File: config.mk
export PLATFORM = sky130hd
export DESIGN_NAME = spi_sha_bridge
export DESIGN_NICKNAME = d
export VERILOG_FILES = /design/src/rtl/spi_sha_pkg.sv /design/src/rtl/spi_word_event.sv /design/src/rtl/spi_sha_bridge.sv
export SDC_FILE = /design/constraint.sdc
export NUM_CORES = 1
export LEC_CHECK = 0
export ABC_AREA = 1
export BUFFER_PORTS_ARGS = -buffer_cell sky130_fd_sc_hd__buf_4
export CAP_MARGIN = 20
export CORE_AREA = 2 2 312 314
export CTS_BUF_LIST = sky130_fd_sc_hd__clkbuf_16
export CTS_CLUSTER_SIZE = 40
export DETAILED_ROUTE_END_ITERATION = 8
export DIE_AREA = 0 0 314 316
export GPL_ROUTABILITY_DRIVEN = 0
export PLACE_DENSITY = 0.64
export SLEW_MARGIN = 40
export SYNTH_ARGS = -nofsm -noshare
export SYNTH_HDL_FRONTEND = slang
export SYNTH_SLANG_ARGS = --single-unit
File: constraint.sdc
create_clock -name i_clk -period 2.5 [get_ports i_clk]
set_input_delay 0.625 -clock i_clk [delete_from_list [all_inputs] [get_ports i_clk]]
set_output_delay 0.625 -clock i_clk [all_outputs]
set_load 0.02 [all_outputs]
File: src/rtl/spi_sha_pkg.sv
// Shared constants, FSM encoding and word helpers for the SPI-to-SHA-256 bridge.
package spi_sha_pkg;

  localparam logic [3:0] OP_LOAD_FIRST  = 4'h1;
  localparam logic [3:0] OP_LOAD_NEXT   = 4'h2;
  localparam logic [3:0] OP_READ_DIGEST = 4'h3;
  localparam logic [3:0] STATUS_MAGIC   = 4'hA;

  typedef enum logic [2:0] {
    IDLE  = 3'd0,
    LOAD  = 3'd1,
    START = 3'd2,
    BUSY  = 3'd3,
    DUMP  = 3'd4
  } state_t;

  // Digest word 0 is the most significant 16 bits; {~idx, 4'hF} is its top bit index.
  function automatic logic [15:0] digest_word(input logic [255:0] digest, input logic [3:0] idx);
    return digest[{~idx, 4'hF} -: 16];
  endfunction

  function automatic logic [15:0] status_word(input logic dv, input logic err, input logic busy,
                                              input logic [8:0] cnt);
    return {STATUS_MAGIC, dv, err, busy, cnt};
  endfunction

endpackage

File: src/rtl/spi_word_event.sv
// Edge detector turning the SPI slave word-done level and slave select into one-cycle pulses.
module spi_word_event (
  input  logic i_clk,
  input  logic i_rst,
  input  logic i_ss,
  input  logic i_word_done,
  output logic o_word_evt,
  output logic o_ss_rise
);

  logic word_done_r;
  logic ss_r;

  // Previous-cycle copies of the slave handshake lines.
  always_ff @(posedge i_clk) begin
    if (i_rst) begin
      word_done_r <= 1'b0;
      ss_r        <= 1'b1;
    end else begin
      word_done_r <= i_word_done;
      ss_r        <= i_ss;
    end
  end

  // The word is still stable in the fall cycle, so the event fires combinationally there.
  assign o_word_evt = word_done_r & ~i_word_done;
  assign o_ss_rise  = i_ss & ~ss_r;

endmodule

File: src/rtl/spi_sha_bridge.sv
// Assembles SPI words into 512-bit SHA-256 blocks, launches the core and streams status/digest back.
module spi_sha_bridge
  import spi_sha_pkg::*;
(
  input  logic         i_clk,
  input  logic         i_rst,
  input  logic         i_ss,
  input  logic         i_word_done,
  input  logic [15:0]  i_word,
  output logic [15:0]  o_tx_data,
  input  logic         i_sha_ready,
  output logic         o_sha_start,
  output logic         o_sha_init,
  output logic [511:0] o_sha_block,
  input  logic         i_sha_valid,
  input  logic [255:0] i_sha_digest,
  output logic         o_err
);

  logic word_evt_s;
  logic ss_rise_s;

  spi_word_event u_word_event (
    .i_clk       (i_clk),
    .i_rst       (i_rst),
    .i_ss        (i_ss),
    .i_word_done (i_word_done),
    .o_word_evt  (word_evt_s),
    .o_ss_rise   (ss_rise_s)
  );

  state_t         state_r;
  logic [4:0]     wr_idx_r;
  logic [3:0]     tx_idx_r;
  logic           dv_r;
  logic [8:0]     cnt_r;
  logic [255:0]   digest_r;
  logic [15:0]    blk_r [32];

  state_t         state_s;
  logic [4:0]     wr_idx_s;
  logic [3:0]     tx_idx_s;
  logic           dv_s;
  logic [8:0]     cnt_s;
  logic           err_s;
  logic           start_s;
  logic           init_s;
  logic           blk_we_s;
  logic           dig_we_s;
  logic           busy_s;
  logic [15:0]    tx_s;
  logic [3:0]     opcode_s;

  assign opcode_s = i_word[15:12];

  // Next-state decode: word handling first, deselect abort applied last so it wins.
  always_comb begin
    state_s  = state_r;
    wr_idx_s = wr_idx_r;
    tx_idx_s = tx_idx_r;
    dv_s     = dv_r;
    cnt_s    = cnt_r;
    err_s    = o_err;
    init_s   = o_sha_init;
    start_s  = 1'b0;
    blk_we_s = 1'b0;
    dig_we_s = 1'b0;
    case (state_r)
      IDLE: begin
        if (word_evt_s) begin
          case (opcode_s)
            OP_LOAD_FIRST: begin
              state_s  = LOAD;
              wr_idx_s = 5'd0;
              dv_s     = 1'b0;
              init_s   = 1'b1;
            end
            OP_LOAD_NEXT: begin
              if (dv_r) begin
                state_s  = LOAD;
                wr_idx_s = 5'd0;
                dv_s     = 1'b0;
                init_s   = 1'b0;
              end else begin
                err_s = 1'b1;
              end
            end
            OP_READ_DIGEST: begin
              if (dv_r) begin
                state_s  = DUMP;
                tx_idx_s = 4'd0;
              end else begin
                err_s = 1'b1;
              end
            end
            default: err_s = 1'b1;
          endcase
        end else begin
          state_s = IDLE;
        end
      end
      LOAD: begin
        if (word_evt_s) begin
          blk_we_s = 1'b1;
          if (wr_idx_r == 5'd31) begin
            // Launch straight from the last word so start lands in the very next cycle.
            if (i_sha_ready) begin
              start_s = 1'b1;
              state_s = BUSY;
            end else begin
              state_s = START;
            end
          end else begin
            wr_idx_s = wr_idx_r + 5'd1;
          end
        end else begin
          state_s = LOAD;
        end
      end
      START: begin
        if (i_sha_ready) begin
          start_s = 1'b1;
          state_s = BUSY;
        end else begin
          state_s = START;
        end
        if (word_evt_s) begin
          err_s = 1'b1;
        end else begin
          err_s = o_err;
        end
      end
      BUSY: begin
        if (i_sha_valid) begin
          dig_we_s = 1'b1;
          dv_s     = 1'b1;
          cnt_s    = cnt_r + 9'd1;
          state_s  = IDLE;
        end else begin
          state_s = BUSY;
        end
        if (word_evt_s) begin
          err_s = 1'b1;
        end else begin
          err_s = o_err;
        end
      end
      DUMP: begin
        if (word_evt_s) begin
          if (tx_idx_r == 4'd15) begin
            state_s = IDLE;
          end else begin
            tx_idx_s = tx_idx_r + 4'd1;
          end
        end else begin
          state_s = DUMP;
        end
      end
      default: state_s = IDLE;
    endcase

    if (ss_rise_s && ((state_r == LOAD) || (state_r == DUMP))) begin
      state_s = IDLE;
      err_s   = 1'b1;
      start_s = 1'b0;
    end else begin
      state_s = state_s;
    end
  end

  // Transmit word is derived from the next-cycle state so it updates right after the event.
  always_comb begin
    busy_s = (state_s == START) || (state_s == BUSY);
    if (state_s == DUMP) begin
      tx_s = digest_word(digest_r, tx_idx_s);
    end else begin
      tx_s = status_word(dv_s, err_s, busy_s, cnt_s);
    end
  end

  // State, control and output registers with synchronous reset.
  always_ff @(posedge i_clk) begin
    if (i_rst) begin
      state_r     <= IDLE;
      wr_idx_r    <= 5'd0;
      tx_idx_r    <= 4'd0;
      dv_r        <= 1'b0;
      cnt_r       <= 9'd0;
      digest_r    <= 256'd0;
      o_err       <= 1'b0;
      o_sha_start <= 1'b0;
      o_sha_init  <= 1'b0;
      o_tx_data   <= 16'hA000;
      for (int i = 0; i < 32; i++) begin
        blk_r[i] <= 16'h0000;
      end
    end else begin
      state_r     <= state_s;
      wr_idx_r    <= wr_idx_s;
      tx_idx_r    <= tx_idx_s;
      dv_r        <= dv_s;
      cnt_r       <= cnt_s;
      o_err       <= err_s;
      o_sha_start <= start_s;
      o_sha_init  <= init_s;
      o_tx_data   <= tx_s;
      if (dig_we_s) begin
        digest_r <= i_sha_digest;
      end
      if (blk_we_s) begin
        blk_r[wr_idx_r] <= i_word;
      end
    end
  end

  for (genvar g = 0; g < 32; g++) begin : g_flat
    assign o_sha_block[511 - 16*g -: 16] = blk_r[g];
  end

endmodule

==> results of run 1 <==
-- worst register-to-register path: cells and delay by family, from the launching register on --
kind | cells | cell delay (ns)
buffers and inverters | 2 | 0.40
adder cells (fa/ha/maj) | 1 | 0.22
AND/OR/NAND/NOR | 12 | 1.29
flip-flops | 1 | 0.34
-- cells by family after synthesis --
group / count (synthesis) / share of synthesized area, %
adders and majority gates: 8 / 0.315
xor gates and xnor gates: 7 / 0.193
and+or+nand+nor: 1199 / 16.4
DFF: 811 / 67.2
AOI/OAI and AO/OA: 557 / 9.07
buffers and inverters: 528 / 6.85
muxes: 1 / 0.0315
-- worst min-delay path by stage --
stage	start	end	slack, ns	cells past startpoint
2_1_floorplan	digest_r[191]	digest_r[191]	0.42	2
6_report	i_ss	u_word_event.ss_r	0.18	3
4_1_cts	i_ss	u_word_event.ss_r	0.12	3
5_1_grt	i_ss	u_word_event.ss_r	0.16	3
3_3_place_gp	digest_r[165]	digest_r[165]	0.44	2
3_5_place_dp	digest_r[12]	digest_r[12]	0.44	2
-- layer usage --
layer / vias up / track usage (%) / routed length [um]
li1: 12000 / - / -
met2: 1369 / 37.7 / 56100
met5: - / 0 / 27
met3: 232 / 5.00 / 10200
met1: 12400 / 27.2 / 43800
met4: 4 / 9.42 / 4890
-- state kept, by name (all words and copies together) (netlist names) --
signal,flops
dv_r,1
o_sha_init,1
wr_idx_r,5
o_sha_start,1
state_r,3
u_word_event.ss_r,1
tx_idx_r,4
o_tx_data,16
blk_r,512
digest_r,256
u_word_event.word_done_r,1
cnt_r,9
o_err,1
-- power by group --
group / internal, W / switching [W]
sequential: 0.0145 / 0.000103
combinational: 0.000830 / 0.00129
clock: 0.00682 / 0.00532
-- final cells by class --
cell class	instances	area [um^2]
Multi-Input combinational cell	1772	8280
Clock buffer	85	2130
Antenna cell	1	2.50
Clock inverter	59	494
Fill cell	9081	53100
Inverter	295	1120
Timing Repair Buffer	960	7940
Sequential cell	811	21400
Tap cell	1276	1600
-- stage by stage --
stage | hold slack (ns) | cell area [um^2] | cells | power (W) | setup WS [ns]
2_1_floorplan | 0.424 | 31800 | 3111 | 0.0156 | 0.103
4_1_cts | 0.122 | 42900 | 5257 | 0.0291 | 0.168
5_1_grt | 0.160 | 42900 | 5258 | 0.0296 | -0.0141
3_5_place_dp | 0.444 | 40300 | 5113 | 0.0170 | -0.273
3_3_place_gp | 0.442 | 40300 | 5113 | 0.0170 | -0.269
6_report | 0.179 | 42900 | 5259 | 0.0288 | 0.188
-- cells in the final DEF (no fill, tap or decap), types with 8 or more instances in the layout --
cell | netlist | final
nand3_1 | 307 | 307
inv_2 | 10 | 16
ha_1 | 8 | 8
o21ai_0 | 280 | 280
inv_1 | 285 | 289
o211ai_1 | 30 | 30
clkinv_2 | 0 | 11
clkinv_1 | 0 | 19
edfxtp_1 | 512 | 512
buf_12 | 0 | 55
nor3_2 | 8 | 8
nand2_2 | 26 | 27
buf_4 | 8 | 900
clkbuf_16 | 0 | 86
nor2_1 | 603 | 602
a21oi_1 | 238 | 238
dfxtp_1 | 299 | 299
nand2_4 | 11 | 11
nand2_1 | 222 | 221
==> impl_metrics.env, run 1 <==
export IMPL_status="completed"
export IMPL_ys_ff_latch=811
export IMPL_critical_path_buf_inv_count=2
export IMPL_critPathKind="flip-flop to flip-flop"
export IMPL_worstPathRequired_ns=3.08
export IMPL_drt_iter0_drc=2676
export IMPL_hpwlAfterDp_um=82400
export IMPL_start_util_pct=33.1
export IMPL_async_flop_share_pct=0
export IMPL_ios=809
export IMPL_grt_max_degree=218
export IMPL_post_cts_setup_buffers=0
export IMPL_drv_slew=0
export IMPL_p_leak_nw=18.1
export IMPL_syn_nets=3397
export IMPL_cp_common_cell="nand2_1"
export IMPL_fin_worst_skew_ns=0.0248
export IMPL_cts_resized=0
export IMPL_antenna_found_initial=5
export IMPL_grt_pass1_vias=24200
export IMPL_cp_slowest_stage_delay_ns=0.34
export IMPL_synth_edf_count=512
export IMPL_cp_max_fo=38
export IMPL_drcViolationCount=0
export IMPL_path_clk_slew_ns=0.06
export IMPL_cts_sinks=811
export IMPL_synth_most_common_cell="nor2_1"
export IMPL_synth_cell_area_um2=31800
export IMPL_rsz0062_at_grt="true"
export IMPL_dr_total_vias=26000
export IMPL_fmax_mhz=432
export IMPL_synth_area_leaders="edfxtp_1 48%, dfxtp_1 19%, nor2_1 7.1%, nand3_1 4.8%, o21ai_0 4.4%"
export IMPL_dieArea_um2=99200
export IMPL_crit_chain="ha_1, nand3_1, nand2_1, nand2_1, nand3_4, nand2_4, buf_6, inv_1, nand2_1, nand3_1, nand3_1, nand2_1, nand2_1, nand2_1, nor2_1"
export IMPL_grt_overflow_total=0
export IMPL_cts_buffer_depth=3
export IMPL_ctsHoldBuffers=0
export IMPL_synth_common_cells="603 x nor2_1, 512 x edfxtp_1, 307 x nand3_1, 299 x dfxtp_1, 285 x inv_1"
export IMPL_clock_latency_ns=0.66
export IMPL_nets=4210
export IMPL_setup_viol=0
export IMPL_worst_pin_slew_ns=0.800
export IMPL_wl_um=115000
export IMPL_max_cap_violations=0
export IMPL_regToRegEndpoint="o_tx_data[14]"
export IMPL_netlist_instances=3111
export IMPL_min_period_ns=2.31
export IMPL_ys_seq_area_share_pct=67.2
export IMPL_port_buffers=808
export IMPL_endpoint_kind="flip-flop"
export IMPL_hold_violations=0
export IMPL_worstReg2RegStart="tx_idx_r[0]"
export IMPL_reg2reg_setup_slack_ns=0.19
export IMPL_numCtsBuffers=84
export IMPL_drive_above_1_share_pct=28.9
export IMPL_core_um2=96000
export IMPL_tns_ns=0
export IMPL_drtPass1Iterations=7
export IMPL_cts_root_buffer="clkbuf_16"
export IMPL_antenna_left=0
export IMPL_area_delta_synth_final_pct=35.0
export IMPL_clock_tree_htree_level_count=3
export IMPL_grt_pass1_wl_um=162000
export IMPL_fin_util_pct=44.7
export IMPL_postSynthAreaPerCell_um2=10.2
export IMPL_cts_tree="built"
export IMPL_endpoint="o_tx_data[14]"
export IMPL_avgRoutedWirePerCell_um=21.9
export IMPL_p_per_area_nw_per_um2=672
export IMPL_reg2regPathDepth=15
export IMPL_yosysWarnings=0
export IMPL_cpLargestDelayFamily="simple AND/OR/NAND/NOR gates"
export IMPL_startpoint="tx_idx_r[0]"
export IMPL_yosys_area_top_type="edfxtp_1"
export IMPL_slowest_stage="dfxtp_1"
export IMPL_max_vdd_ir_drop_mv=0.445
export IMPL_critPathLaunchType="flip-flop"
export IMPL_critPathArrivalTime_ns=2.89
export IMPL_die_w_um=314
export IMPL_post_drt_via_cell_ratio=4.95
export IMPL_hold_class="input pin to flip-flop"
export IMPL_track_usage_pct=22.2
export IMPL_row_count=114
export IMPL_die_y_um=316
export IMPL_worst_path_stages=15
export IMPL_period_share_pct=92.5
export IMPL_synth_cell_types=38
export IMPL_synthFlopType="edfxtp_1"
export IMPL_yosysTopAreaCellShare_pct=48.3
export IMPL_max_slew_margin_rel_pct=46.6
Note: power is estimated with default switching activity, not from simulation.
==> run 2, diff against run 1 <==
PLACE_DENSITY = 0.62   (was 0.64)
REMOVE_ABC_BUFFERS = 1   (was unset)
clock period = 2.6 ns   (was 2.5 ns; I/O delays follow)
==> run 2 against run 1 <==
Compared with the run above:
- combinational power is 4% lower
- critical path type unchanged
- non-clock buffer count up 28
- design area increased by 1.0%
- global-route usage down 0.62 points
- final cell count rose by 0.70%
- flip-flop and latch count unchanged
- critical endpoint is now o_tx_data[4]
- power fell by 2.2%
- clock power about the same
==> impl_metrics.env, run 2 (synthesized netlist as in run 1, its figures left out) <==
export IMPL_status="completed"
export IMPL_max_vdd_ir_drop_mv=0.447
export IMPL_place_area_um2=40600
export IMPL_row_count=114
export IMPL_path_clk_slew_ns=0.06
export IMPL_grt_max_degree=108
export IMPL_final_area_um2=43400
export IMPL_switchingPower_w=0.00667
export IMPL_cts_sinks=811
export IMPL_largest_register="blk_r"
export IMPL_multi_input_area_um2=8290
export IMPL_hpwlAfterDp_um=77200
export IMPL_grt_overflow_total=0
export IMPL_pwr_share_clk_pct=43.1
export IMPL_worst_pin_slew_ns=0.768
export IMPL_drtPass1Iterations=5
export IMPL_largestRegisters="blk_r x512, digest_r x256, o_tx_data x16"
export IMPL_worstPathRequired_ns=3.16
export IMPL_cts_tree="built"
export IMPL_clock_tree_htree_level_count=3
export IMPL_p_int_w=0.0215
export IMPL_clock_latency_ns=0.66
export IMPL_die_y_um=316
export IMPL_tns_ns=0
export IMPL_grt_util_met2_pct=36.0
export IMPL_grt_pass1_wl_um=159000
export IMPL_fillers=9019
export IMPL_start_util_pct=33.1
export IMPL_post_drt_via_cell_ratio=4.84
export IMPL_area_delta_synth_final_pct=36.4
export IMPL_comb_power_share_pct=7.2
export IMPL_cts_buffer_depth=3
export IMPL_avgRoutedWirePerCell_um=20.9
export IMPL_mostFrequentLayoutCell="buf_4"
export IMPL_period_share_pct=87.6
export IMPL_slowest_stage="dfxtp_1"
export IMPL_crit_chain="ha_1, nand3_1, nand2_1, nand2_1, nand3_4, buf_12, nand3_1, nand3_1, nand3_1, nand3_1, nand3_1, nand2_1, inv_1"
export IMPL_max_slew_margin_rel_pct=48.5
export IMPL_fmax_mhz=439
export IMPL_drv_slew=0
export IMPL_cpLargestDelayFamily="simple AND/OR/NAND/NOR gates"
export IMPL_hold_class="input pin to flip-flop"
export IMPL_critPathLaunchType="flip-flop"
export IMPL_numCtsBuffers=86
export IMPL_grt_util_met3_pct=5.07
export IMPL_track_usage_pct=21.6
export IMPL_p_leak_nw=18.4
export IMPL_cts_root_buffer="clkbuf_16"
export IMPL_min_period_ns=2.28
export IMPL_wl_um=111000
export IMPL_post_cts_setup_buffers=0
export IMPL_dpl_worst_slack_ns=-0.251
export IMPL_critPathKind="flip-flop to flip-flop"
export IMPL_critPathArrivalTime_ns=2.84
export IMPL_p_seq_share_pct=49.7
export IMPL_register_area_um2=21400
export IMPL_antenna_found_initial=6
export IMPL_gr_usage_met1_pct=27.2
export IMPL_max_cap_violations=0
export IMPL_nets=4240
export IMPL_setup_viol=0
export IMPL_largest_register_ffs=512
export IMPL_core_um2=96000
export IMPL_final_cell_mix="923 x buf_4, 601 x nor2_1, 512 x edfxtp_1"
export IMPL_fin_worst_skew_ns=0.0228
export IMPL_critical_path_buf_inv_count=2
export IMPL_ctsHoldBuffers=0
export IMPL_cp_slowest_stage_delay_ns=0.39
export IMPL_drcViolationCount=0
export IMPL_cp_common_cell="nand3_1"
export IMPL_grt_busiest_layer="met2"
export IMPL_drt_iter0_drc=2356
export IMPL_rsz0062_at_grt="false"
export IMPL_antenna_left=0
export IMPL_ios=809
export IMPL_port_buffers=808
export IMPL_hold_violations=0
export IMPL_p_sw_share_pct=23.6
export IMPL_endpoint_kind="flip-flop"
export IMPL_drive_above_1_share_pct=29.8
export IMPL_die_w_um=314
export IMPL_grt_pass1_vias=24200
export IMPL_fin_ws_ns=0.322
export IMPL_cts_resized=0
export IMPL_dr_total_vias=25700
export IMPL_cp_max_fo=94
export IMPL_p_per_area_nw_per_um2=650
export IMPL_dieArea_um2=99200
## run 2: changes by cell type in the layout (fill, tap and decap cells not counted), moves of 3 or more
cell,change
buf_6,-3
buf_4,+23
inv_2,+3
inv_6,+4
clkinv_1,-3
clkinv_2,+5
buf_12,+10
inv_1,-6
## run 2: layer usage
layer | wire (um) | share of wire [%] | vias up
met5 | 40 | 0.036 | -
li1 | - | - | 12100
met4 | 3780 | 3.4 | 6
met3 | 9260 | 8.4 | 199
met2 | 53300 | 48 | 1162
met1 | 44200 | 40 | 12200
## run 2: final cells by class
cell class,count,share of cell area [%]
sequential,811,49.2
multi-input combinational,1772,19.1
timing repair buffer,988,19.0
clock buffer,86,4.96
tap,1276,3.68
inverter,295,2.59
clock inverter,67,1.44
antenna,1,0.00577
## run 2: worst paths after layout
path | startpoint | to | slack (ns) | cells past startpoint
setup / recovery | tx_idx_r[1] | o_tx_data[4] | 0.32 | 13
setup reg to reg | tx_idx_r[1] | o_tx_data[4] | 0.32 | 13
hold / removal | i_ss | u_word_event.ss_r | 0.20 | 3
hold reg to reg | digest_r[32] | digest_r[32] | 0.45 | 2
## run 2: through the flow
step                total power (W)  std cells  util, %  hold slack, ns
finish                       0.0282       5296     45.2           0.199
global route                 0.0290       5295     45.2           0.173
CTS                          0.0284       5295     45.2           0.135
detailed placement           0.0163       5142     42.3           0.445
global placement             0.0163       5142     42.3           0.437
floorplan                    0.0150       2878        -           0.426
## run 2: power groups by stage
stage | Clock [W] | Sequential [W] | Combinational [W]
after floorplan | 0 | 0.0147 | 0.000347
after global placement | 0 | 0.0143 | 0.00205
after detailed placement | 0 | 0.0143 | 0.00205
after CTS | 0.0124 | 0.0140 | 0.00205
after global routing | 0.0128 | 0.0140 | 0.00213
final | 0.0121 | 0.0140 | 0.00203
## run 2: worst reg2reg max path, stage by stage, from the launching register on
cell and delay (ns):
dfxtp_1 0.39, ha_1 0.19, nand3_1 0.14, nand2_1 0.12, nand2_1 0.09, nand3_4 0.10, buf_12 0.34, nand3_1 0.23
nand3_1 0.11, nand3_1 0.14, nand3_1 0.15, nand3_1 0.08, nand2_1 0.07, inv_1 0.04
==> run 3, diff against run 2 <==
ABC_AREA = unset   (was 1)
CORE_AREA = 2 2 313 315   (was 2 2 312 314)
DIE_AREA = 0 0 315 317   (was 0 0 314 316)
PLACE_DENSITY = unset   (was 0.62)
SETUP_SLACK_MARGIN = 0.4   (was unset)
==> run 3 against run 2 <==
Compared with the run above:
- via count shrank 1.7%
- routed wire length grew 3.7%
- worst hold slack gained 0.029 ns
- final cell count shrank 1.8%
- highest routed layer unchanged
- critical endpoint is now o_tx_data[11]
==> impl_metrics.env, run 3 <==
export IMPL_synth_cell_types=57
export IMPL_critPathLaunchType="flip-flop"
export IMPL_synth_most_common_cell="nand2_1"
export IMPL_fmax_mhz=392
export IMPL_drive_above_1_share_pct=31.2
export IMPL_hpwlAfterDp_um=80100
export IMPL_async_flop_share_pct=0
export IMPL_postSynthAreaPerCell_um2=10.8
export IMPL_rsz0062_at_grt="true"
export IMPL_largestRegisters="blk_r x512, digest_r x256, o_tx_data x16"
export IMPL_path_clk_slew_ns=0.06
export IMPL_drcViolationCount=0
export IMPL_wl_um=115000
export IMPL_cts_sinks=811
export IMPL_max_vdd_ir_drop_mv=0.504
export IMPL_cts_buffer_depth=3
export IMPL_netlist_instances=2977
export IMPL_critPathArrivalTime_ns=3.14
export IMPL_largest_register_ffs=512
export IMPL_largest_register="blk_r"
export IMPL_cp_slowest_stage_delay_ns=0.52
export IMPL_grt_max_degree=134
export IMPL_endpoint_kind="flip-flop"
export IMPL_critical_path_buf_inv_count=1
export IMPL_yosys_area_top_type="edfxtp_1"
export IMPL_drt_iter0_drc=2183
export IMPL_numCtsBuffers=89
export IMPL_status="completed"
export IMPL_mostFrequentLayoutCell="buf_4"
export IMPL_avgRoutedWirePerCell_um=22.0
export IMPL_ios=809
export IMPL_hold_violations=0
export IMPL_slowest_stage="or4b_4"
export IMPL_synth_edf_count=512
export IMPL_setup_viol=0
export IMPL_max_slew_margin_rel_pct=53.9
export IMPL_clock_tree_htree_level_count=3
export IMPL_worstPathRequired_ns=3.18
export IMPL_dr_total_vias=25200
export IMPL_insertedDiodeCount=0
export IMPL_drv_slew=0
export IMPL_cts_root_buffer="clkbuf_16"
export IMPL_synth_common_cells="757 x nand2_1, 512 x edfxtp_1, 482 x and2_1, 299 x dfxtp_1, 280 x a21oi_1"
export IMPL_cp_max_fo=10
export IMPL_cts_tree="built"
export IMPL_drtPass1Iterations=5
export IMPL_antenna_found_initial=6
export IMPL_synthFlopType="edfxtp_1"
export IMPL_fin_worst_skew_ns=0.0211
export IMPL_post_drt_via_cell_ratio=4.85
export IMPL_synth_area_leaders="edfxtp_1 48%, dfxtp_1 19%, and2_1 9.4%, nand2_1 8.9%, a21oi_1 4.4%"
export IMPL_die_w_um=315
export IMPL_p_leak_nw=17.1
export IMPL_ys_ff_latch=811
export IMPL_cpLargestDelayFamily="simple AND/OR/NAND/NOR gates"
export IMPL_grt_overflow_total=0
export IMPL_port_buffers=808
export IMPL_antenna_left=0
export IMPL_dieArea_um2=99900
export IMPL_ys_seq_area_share_pct=66.5
export IMPL_crit_chain="or4b_4, or4_4, and3_4, buf_6, mux2i_1, a32oi_1, nand3_1, a211oi_2"
export IMPL_max_cap_violations=0
export IMPL_period_share_pct=98.2
export IMPL_row_count=114
export IMPL_grt_pass1_wl_um=162000
export IMPL_final_cell_mix="940 x buf_4, 755 x nand2_1, 512 x edfxtp_1"
export IMPL_p_per_area_nw_per_um2=649
export IMPL_start_util_pct=33.3
export IMPL_yosysTopAreaCellShare_pct=47.9
export IMPL_nets=4143
export IMPL_grt_pass1_vias=23700
export IMPL_core_um2=96300
export IMPL_synth_cell_area_um2=32100
export IMPL_area_delta_synth_final_pct=38.2
export IMPL_min_period_ns=2.55
export IMPL_track_usage_pct=22.1
export IMPL_die_y_um=317
export IMPL_clock_latency_ns=0.66
export IMPL_tns_ns=0
export IMPL_yosysWarnings=0
export IMPL_fin_util_pct=46.1
export IMPL_hold_class="input pin to flip-flop"
export IMPL_worst_pin_slew_ns=0.692
export IMPL_critPathKind="flip-flop to flip-flop"
## run 3: area by class of cell
class | instances | area [um^2]
fill | 8919 | 51900
multi-input combinational | 1933 | 10000
clock buffer | 91 | 2280
tap | 1276 | 1600
sequential | 811 | 21400
clock inverter | 70 | 514
inverter | 5 | 18.8
timing repair buffer | 1017 | 8550
## run 3: per-stage QoR
step / instances / setup slack [ns] / total power (W) / area, um^2 / hold slack (ns)
6_report: 5203 / 0.0464 / 0.0288 / 44400 / 0.228
5_1_grt: 5203 / -0.0298 / 0.0297 / 44400 / 0.207
4_1_cts: 5195 / 0.0484 / 0.0290 / 44100 / 0.174
3_5_place_dp: 5024 / -0.875 / 0.0168 / 41000 / 0.447
3_3_place_gp: 5024 / -0.788 / 0.0168 / 41000 / 0.443
2_1_floorplan: 2749 / -7.70 / 0.0151 / 31200 / 0.430
## run 3: where the power goes
| group | internal, W | total, W | leakage (nW) | switching (W) |
|---|---|---|---|---|
| registers | 0.0140 | 0.0142 | 7.35 | 0.000132 |
| logic | 0.000981 | 0.00243 | 8.31 | 0.00145 |
| clock network | 0.00687 | 0.0122 | 1.44 | 0.00535 |
| total | 0.0219 | 0.0288 | 17.1 | 0.00693 |
## run 3: worst paths after layout
| kind | start | to | slack, ns | depth (start not counted) |
|---|---|---|---|---|
| setup / recovery | state_r[1] | o_tx_data[11] | 0.05 | 8 |
| hold / removal | i_sha_digest[158] | digest_r[158] | 0.23 | 3 |
| setup reg to reg | state_r[1] | o_tx_data[11] | 0.05 | 8 |
| hold reg to reg | digest_r[46] | digest_r[46] | 0.45 | 2 |
## run 3: kinds of logic (layout without fill, tap and decap cells)
kind of cell               after synthesis  in the layout  share of synthesized area [%]
muxes                                   21             21                          0.655
buffers and inverters                  233           1183                           2.93
DFF                                    811            811                           66.5
and+or+nand+nor                       1533           1533                           23.1
xor gates and xnor gates                12             12                          0.327
AOI/OAI and AO/OA                      359            359                           6.16
adders and majority gates                8              8                          0.312
## run 3: worst register-to-register path, delay by kind of cell, from the launching register on
family	cells	cell delay [ns]
flops	1	0.31
buf+inv	1	0.17
compound gates	2	0.38
simple gates	4	1.49
mux	1	0.12
## run 3: metal layers
layer	wire length [um]	track usage, %
met5	54	0
met4	4300	8.63
met3	8010	4.53
met2	57200	38.4
met1	45100	26.8
## run 3: repair_timing
| item | 4_1_cts | 5_1_grt |
|---|---|---|
| pin swaps | 17 | 20 |
| gates cloned | 6 | 1 |
| setup endpoints to repair | 27 | 434 |
| resized for setup | 24 | 37 |
| setup buffers | 4 | 7 |
| hold buffers | 0 | 0 |
